File: config.mk
export PLATFORM = sky130hd
export DESIGN_NAME = trace_capture_buffer
export DESIGN_NICKNAME = d
export VERILOG_FILES = /design/src/rtl/trace_capture_buffer.sv
export SDC_FILE = /design/constraint.sdc
export NUM_CORES = 1
export LEC_CHECK = 0
export CORE_MARGIN = 5
export CORE_UTILIZATION = 40
export CTS_BUF_LIST = sky130_fd_sc_hd__clkbuf_16
export DETAILED_ROUTE_END_ITERATION = 16
export PLACE_DENSITY = 0.62
export SLEW_MARGIN = 10
export SYNTH_ARGS = -nofsm -noshare
export SYNTH_HDL_FRONTEND = slang
export SYNTH_SLANG_ARGS = --single-unit
File: constraint.sdc
create_clock -name i_clk -period 7.9 [get_ports i_clk]
set_input_delay 2.37 -clock i_clk [delete_from_list [all_inputs] [get_ports i_clk]]
set_output_delay 2.37 -clock i_clk [all_outputs]
set_load 0.01 [all_outputs]
File: src/rtl/trace_capture_buffer.sv
// Execution trace capture unit. Retired-instruction samples go into a circular buffer.
// A programmable trigger ends the capture, and the history is then read back oldest-first.
module trace_capture_buffer #(
  parameter int PC_W    = 16,
  parameter int INSTR_W = 24,
  parameter int FLAG_W  = 4,
  parameter int DEPTH   = 16
) (
  input  logic                              i_clk,
  input  logic                              i_rstb,
  input  logic                              i_clk_en,
  input  logic                              i_arm,
  input  logic                              i_stop,
  input  logic [1:0]                        i_mode,
  input  logic [PC_W-1:0]                   i_trig_pc,
  input  logic [FLAG_W-1:0]                 i_trig_mask,
  input  logic [$clog2(DEPTH)-1:0]          i_post,
  input  logic                              i_valid,
  input  logic [PC_W-1:0]                   i_pc,
  input  logic [INSTR_W-1:0]                i_instr,
  input  logic [FLAG_W-1:0]                 i_flags,
  input  logic                              i_rd_en,
  output logic [FLAG_W+INSTR_W+PC_W-1:0]    o_rd_data,
  output logic                              o_rd_valid,
  output logic [1:0]                        o_state,
  output logic [$clog2(DEPTH):0]            o_count
);

  localparam int AW = $clog2(DEPTH);
  localparam int DW = FLAG_W + INSTR_W + PC_W;
  localparam logic [AW-1:0] PTR_ONE  = 1;
  localparam logic [AW:0]   CNT_ONE  = 1;
  localparam logic [AW:0]   CNT_FULL = DEPTH;

  typedef enum logic [1:0] {IDLE = 2'b00, ARMED = 2'b01, POST = 2'b10, DONE = 2'b11} state_t;

  state_t        state;
  logic [AW-1:0] wr_ptr;
  logic [AW-1:0] rd_ptr;
  logic [AW-1:0] post_cnt;
  logic [AW-1:0] post_q;
  logic [1:0]    mode_q;
  logic [AW:0]   count;
  logic [DW-1:0] mem [DEPTH];

  logic          trig_hit;
  logic          wr_fire;
  logic          rd_fire;
  logic          to_done;
  logic          to_post;
  logic [AW-1:0] wr_ptr_nxt;
  logic [AW:0]   count_nxt;

  always_comb begin
    trig_hit = 1'b0;
    case (mode_q)
      2'b00:   trig_hit = (i_pc == i_trig_pc);
      2'b01:   trig_hit = 1'b1;
      2'b10:   trig_hit = |(i_flags & i_trig_mask);
      default: trig_hit = 1'b0;
    endcase
  end

  // Arm wins over everything else in the same cycle, so it suppresses writes and reads.
  always_comb begin
    wr_fire    = i_clk_en && !i_arm && (state == ARMED || state == POST) && i_valid;
    rd_fire    = i_clk_en && !i_arm && (state == DONE) && i_rd_en && (count != '0);
    wr_ptr_nxt = wr_fire ? wr_ptr + PTR_ONE : wr_ptr;
    count_nxt  = (wr_fire && count != CNT_FULL) ? count + CNT_ONE : count;
    to_done    = 1'b0;
    to_post    = 1'b0;
    if (state == ARMED) begin
      to_done = i_stop || (i_valid && trig_hit && post_q == '0);
      to_post = !i_stop && i_valid && trig_hit && post_q != '0;
    end else if (state == POST) begin
      to_done = i_stop || (i_valid && post_cnt == PTR_ONE);
    end
  end

  always_ff @(posedge i_clk) begin
    if (wr_fire)
      mem[wr_ptr] <= {i_flags, i_instr, i_pc};
  end

  // On entering DONE, the read pointer is set to the oldest entry: the post-write pointer minus the post-write count.
  // A full count wraps to zero, which leaves rd_ptr equal to wr_ptr.
  always_ff @(posedge i_clk or negedge i_rstb) begin
    if (!i_rstb) begin
      state      <= IDLE;
      wr_ptr     <= '0;
      rd_ptr     <= '0;
      count      <= '0;
      post_cnt   <= '0;
      post_q     <= '0;
      mode_q     <= '0;
      o_rd_valid <= 1'b0;
      o_rd_data  <= '0;
    end else if (i_clk_en) begin
      if (i_arm) begin
        state      <= ARMED;
        wr_ptr     <= '0;
        count      <= '0;
        post_cnt   <= '0;
        post_q     <= i_post;
        mode_q     <= i_mode;
        o_rd_valid <= 1'b0;
      end else begin
        o_rd_valid <= rd_fire;
        wr_ptr     <= wr_ptr_nxt;
        if (rd_fire) begin
          o_rd_data <= mem[rd_ptr];
          rd_ptr    <= rd_ptr + PTR_ONE;
          count     <= count - CNT_ONE;
        end else begin
          count <= count_nxt;
        end
        if (to_done) begin
          state  <= DONE;
          rd_ptr <= wr_ptr_nxt - count_nxt[AW-1:0];
        end else if (to_post) begin
          state    <= POST;
          post_cnt <= post_q;
        end else if (state == POST && i_valid) begin
          post_cnt <= post_cnt - PTR_ONE;
        end
      end
    end
  end

  assign o_state = state;
  assign o_count = count;

endmodule

==> qor.yml <==
place:
  gp_congestion: 0.748
  placed_area_um2: 33000
  hpwlAfterDp_um: 39500
  dp_slack_ps: 1850
  portBuffers: 128
  post-place-cells: 2745
cts:
  tritoncts: "yes"
  cts_setup_buffers: 0
  clock-sinks: 774
  clk-insertion-delay-late_ps: 610
  cts_resized: 0
  cts_buffer_depth: 3
  cts_root_buffer: "clkbuf_16"
  htreeDepth: 3
  clk_pin_slew_ps: 60
  ctsHoldBuffers: 0
  numCtsBuffers: 79
synth:
  ys_ff_latch: 774
  ys_warn_count: 0
  synth_edf_count: 704
  synthDistinctLibCells: 52
  synth_area_um2: 30500
  synthFlopType: "edfxtp_1"
  synth.net_count: 1795
  async_reset_ff_frac: 0.0904
  synth_cells: 1701
  seq_area_frac_synth: 0.750
  syn_avg_cell_area_um2: 17.9
global_routing:
  first_global_vias: 16592
  grt_start_max_net_pins: 111
  grt_antenna_before_repair: 0
  grt_usage: 0.173
  grt-ovfl-total: 0
  grt_pass1_wl_um: 107000
critical_path:
  path_class: "in -> reg"
  crit_fanout: 18
  required_ps: 8380
  endpoint_kind: "flip-flop"
  crit_chain: "clkdlybuf4s50_1, nand4bb_1, a31oi_2, nor2_1, a21oi_1, ha_1, a21o_1, a21oi_1, xor2_1, xnor2_1, nor3_1, a221o_1"
  timing.reg2reg.setup_slack_ps: 4140
  slowest_stage: "clkdlybuf4s50_1"
  worstRegToRegCells: 13
  cpMostUsedCell: "a21oi_1"
  reg2reg_from: "o_state[0]"
  cpPeakStageDelay_ps: 870
  r2r_end: "rd_ptr[3]"
  cp-start-kind: "input port"
  arrival_ps: 6060
route:
  vias_per_cell: 5.56
  via_count: 16065
  drtIter0Drc: 1435
  post-route-drc-count: 0
  wl_um: 71800
  drtAntennaViolNets: 0
  dr.pass1.iters: 5
  wire_per_inst_um: 24.9
power_and_ir_drop:
  power_density_nw_per_um2: 324
  p_leak_nw: 12.1
  fin_total_pwr_mw: 11.5
  vdd_drop_max_uv: 172
die:
  core_um2: 75800
  dieArea_um2: 81900
  row_count: 101
  die_w_um: 286
  start_util: 0.403
  die-height_um: 286
  ios: 129
timing:
  finalCritPeriodShare: 0.706
  tightest_slew_ps: 1060
  finalSetupViolations: 0
  grt_setup_unrepaired: "no"
  clock_skew_ps: 15.2
  slew_headroom: 0.292
  worst_slack_ps: 2330
  setup_tns_ps: 0
  max_freq_mhz: 179
  fin_crit_ps: 5570
  fin_hold_ws_ps: 481
  drv_slew: 0
  hold_viol: 0
cells_and_area:
  stdcell_count: 2888
  layout-drive-gt1-share: 0.164
  nNetsFinal: 1942
  final_util: 0.468
  final_area_um2: 35500
  diodes: 0
  syn_to_final_growth_pct: 16.3
status:
  run_status: "finished, final reports clean"
min_path:
  hp-start: "o_rd_data[0]"
  worstHoldPathCells: 2
  hold_class: "reg -> reg"
  whs_endpoint: "o_rd_data[0]"
flow_run:
  drv_cap: 0
## synthesized netlist by cell type, types with 4 or more instances
| library cell | number | area, um2 |
|---|---|---|
| buf_1 | 4 | 15.0 |
| buf_2 | 37 | 185 |
| clkbuf_1 | 54 | 203 |
| ha_1 | 16 | 200 |
| edfxtp_1 | 704 | 21100 |
| inv_1 | 15 | 56.3 |
| nand3_1 | 6 | 30.0 |
| nor3_1 | 13 | 65.1 |
| xnor2_1 | 7 | 61.3 |
| o21ai_1 | 10 | 50.1 |
| mux2_2 | 50 | 563 |
| mux2i_1 | 136 | 1360 |
| o221ai_1 | 89 | 780 |
| nor4_1 | 7 | 43.8 |
| xor2_1 | 18 | 158 |
| and2_1 | 7 | 43.8 |
| a211oi_1 | 4 | 30.0 |
| nor2_1 | 15 | 56.3 |
| dfrtp_1 | 70 | 1750 |
| o21ai_0 | 93 | 465 |
| a21oi_1 | 53 | 265 |
| nand2_1 | 154 | 578 |
| mux4_2 | 88 | 1980 |
| nand2b_1 | 4 | 25.0 |
| nand4_1 | 4 | 25.0 |
## worst max-delay path: cells and delay by family
kind	cells	cell delay, ps
AND/OR/NAND/NOR	3	670
AO/OA/AOI/OAI	5	1520
XOR/XNOR	2	340
adder cells (fa/ha/maj)	1	290
buffers and inverters	1	870
## sequential cells by signal, indices dropped and copies added, names as in the netlist
register and flops:
post_q 4, rd_ptr 4, post_cnt 4, o_state 2
wr_ptr 4, o_rd_valid 1, o_count 5, o_rd_data 44
mode_q 2, mem 704
## worst max-delay path by stage
stage / startpoint / endpoint / slack (ps)
detailed placement: i_clk_en / rd_ptr[3] / 1850
finish: i_clk_en / rd_ptr[3] / 2330
global placement: i_clk_en / rd_ptr[3] / 1950
global route: i_clk_en / rd_ptr[3] / 2190
CTS: i_clk_en / rd_ptr[3] / 2450
floorplan: i_clk_en / mem[0][0] / 370
## cells in the final DEF (no fill, tap or decap), types with 6 or more instances in the layout
cell / netlist / layout
bufinv_16: 0 / 6
ha_1: 16 / 16
dfrtp_1: 70 / 66
nor3_1: 13 / 9
nand3_1: 6 / 6
a21oi_1: 53 / 53
clkinv_2: 0 / 15
mux2i_1: 136 / 136
buf_4: 0 / 34
edfxtp_1: 704 / 704
mux2_2: 50 / 50
o21ai_0: 93 / 93
o21ai_1: 10 / 10
xor2_1: 18 / 18
mux4_2: 88 / 88
clkinv_1: 0 / 13
inv_1: 15 / 37
xnor2_1: 7 / 7
nand2_1: 154 / 153
nor2_1: 15 / 11
clkbuf_16: 0 / 82
clkdlybuf4s50_1: 0 / 127
o221ai_1: 89 / 89
## power breakdown
part           total, mW  switching, mW  internal [mW]
logic               3.04           1.71           1.33
clock network       3.57           1.50           2.07
registers           4.88          0.255           4.63
total               11.5           3.47           8.04
## kinds of logic (layout without fill, tap and decap cells)
family                   count (synthesis)  in the layout  share of synthesized area
AO/OA/AOI/OAI                          279            279                     0.0604
XOR/XNOR                                26             26                    0.00771
adder cells (fa/ha/maj)                 17             17                    0.00722
buffers and inverters                  111            320                     0.0154
flip-flops                             774            774                      0.750
multiplexers                           275            275                      0.128
AND/OR/NAND/NOR                        219            219                     0.0307
## area by class of cell
| cell class | instances | area (um2) |
|---|---|---|
| Timing Repair Buffer | 162 | 1550 |
| Multi-Input combinational cell | 816 | 7270 |
| Inverter | 15 | 56.3 |
| Fill cell | 6354 | 40300 |
| Clock buffer | 82 | 2050 |
| Sequential cell | 774 | 22900 |
| Tap cell | 978 | 1220 |
| Clock inverter | 61 | 438 |
## layer usage
layer  vias to the layer above  GRT usage  wire length, um
met1                      8360      0.242            31200
met3                        90     0.0282             4020
li1                       7124          -                -
met5                         -          0                0
met2                       491      0.286            35300
met4                         0     0.0459             1350
(Power assumes the default switching activity.)
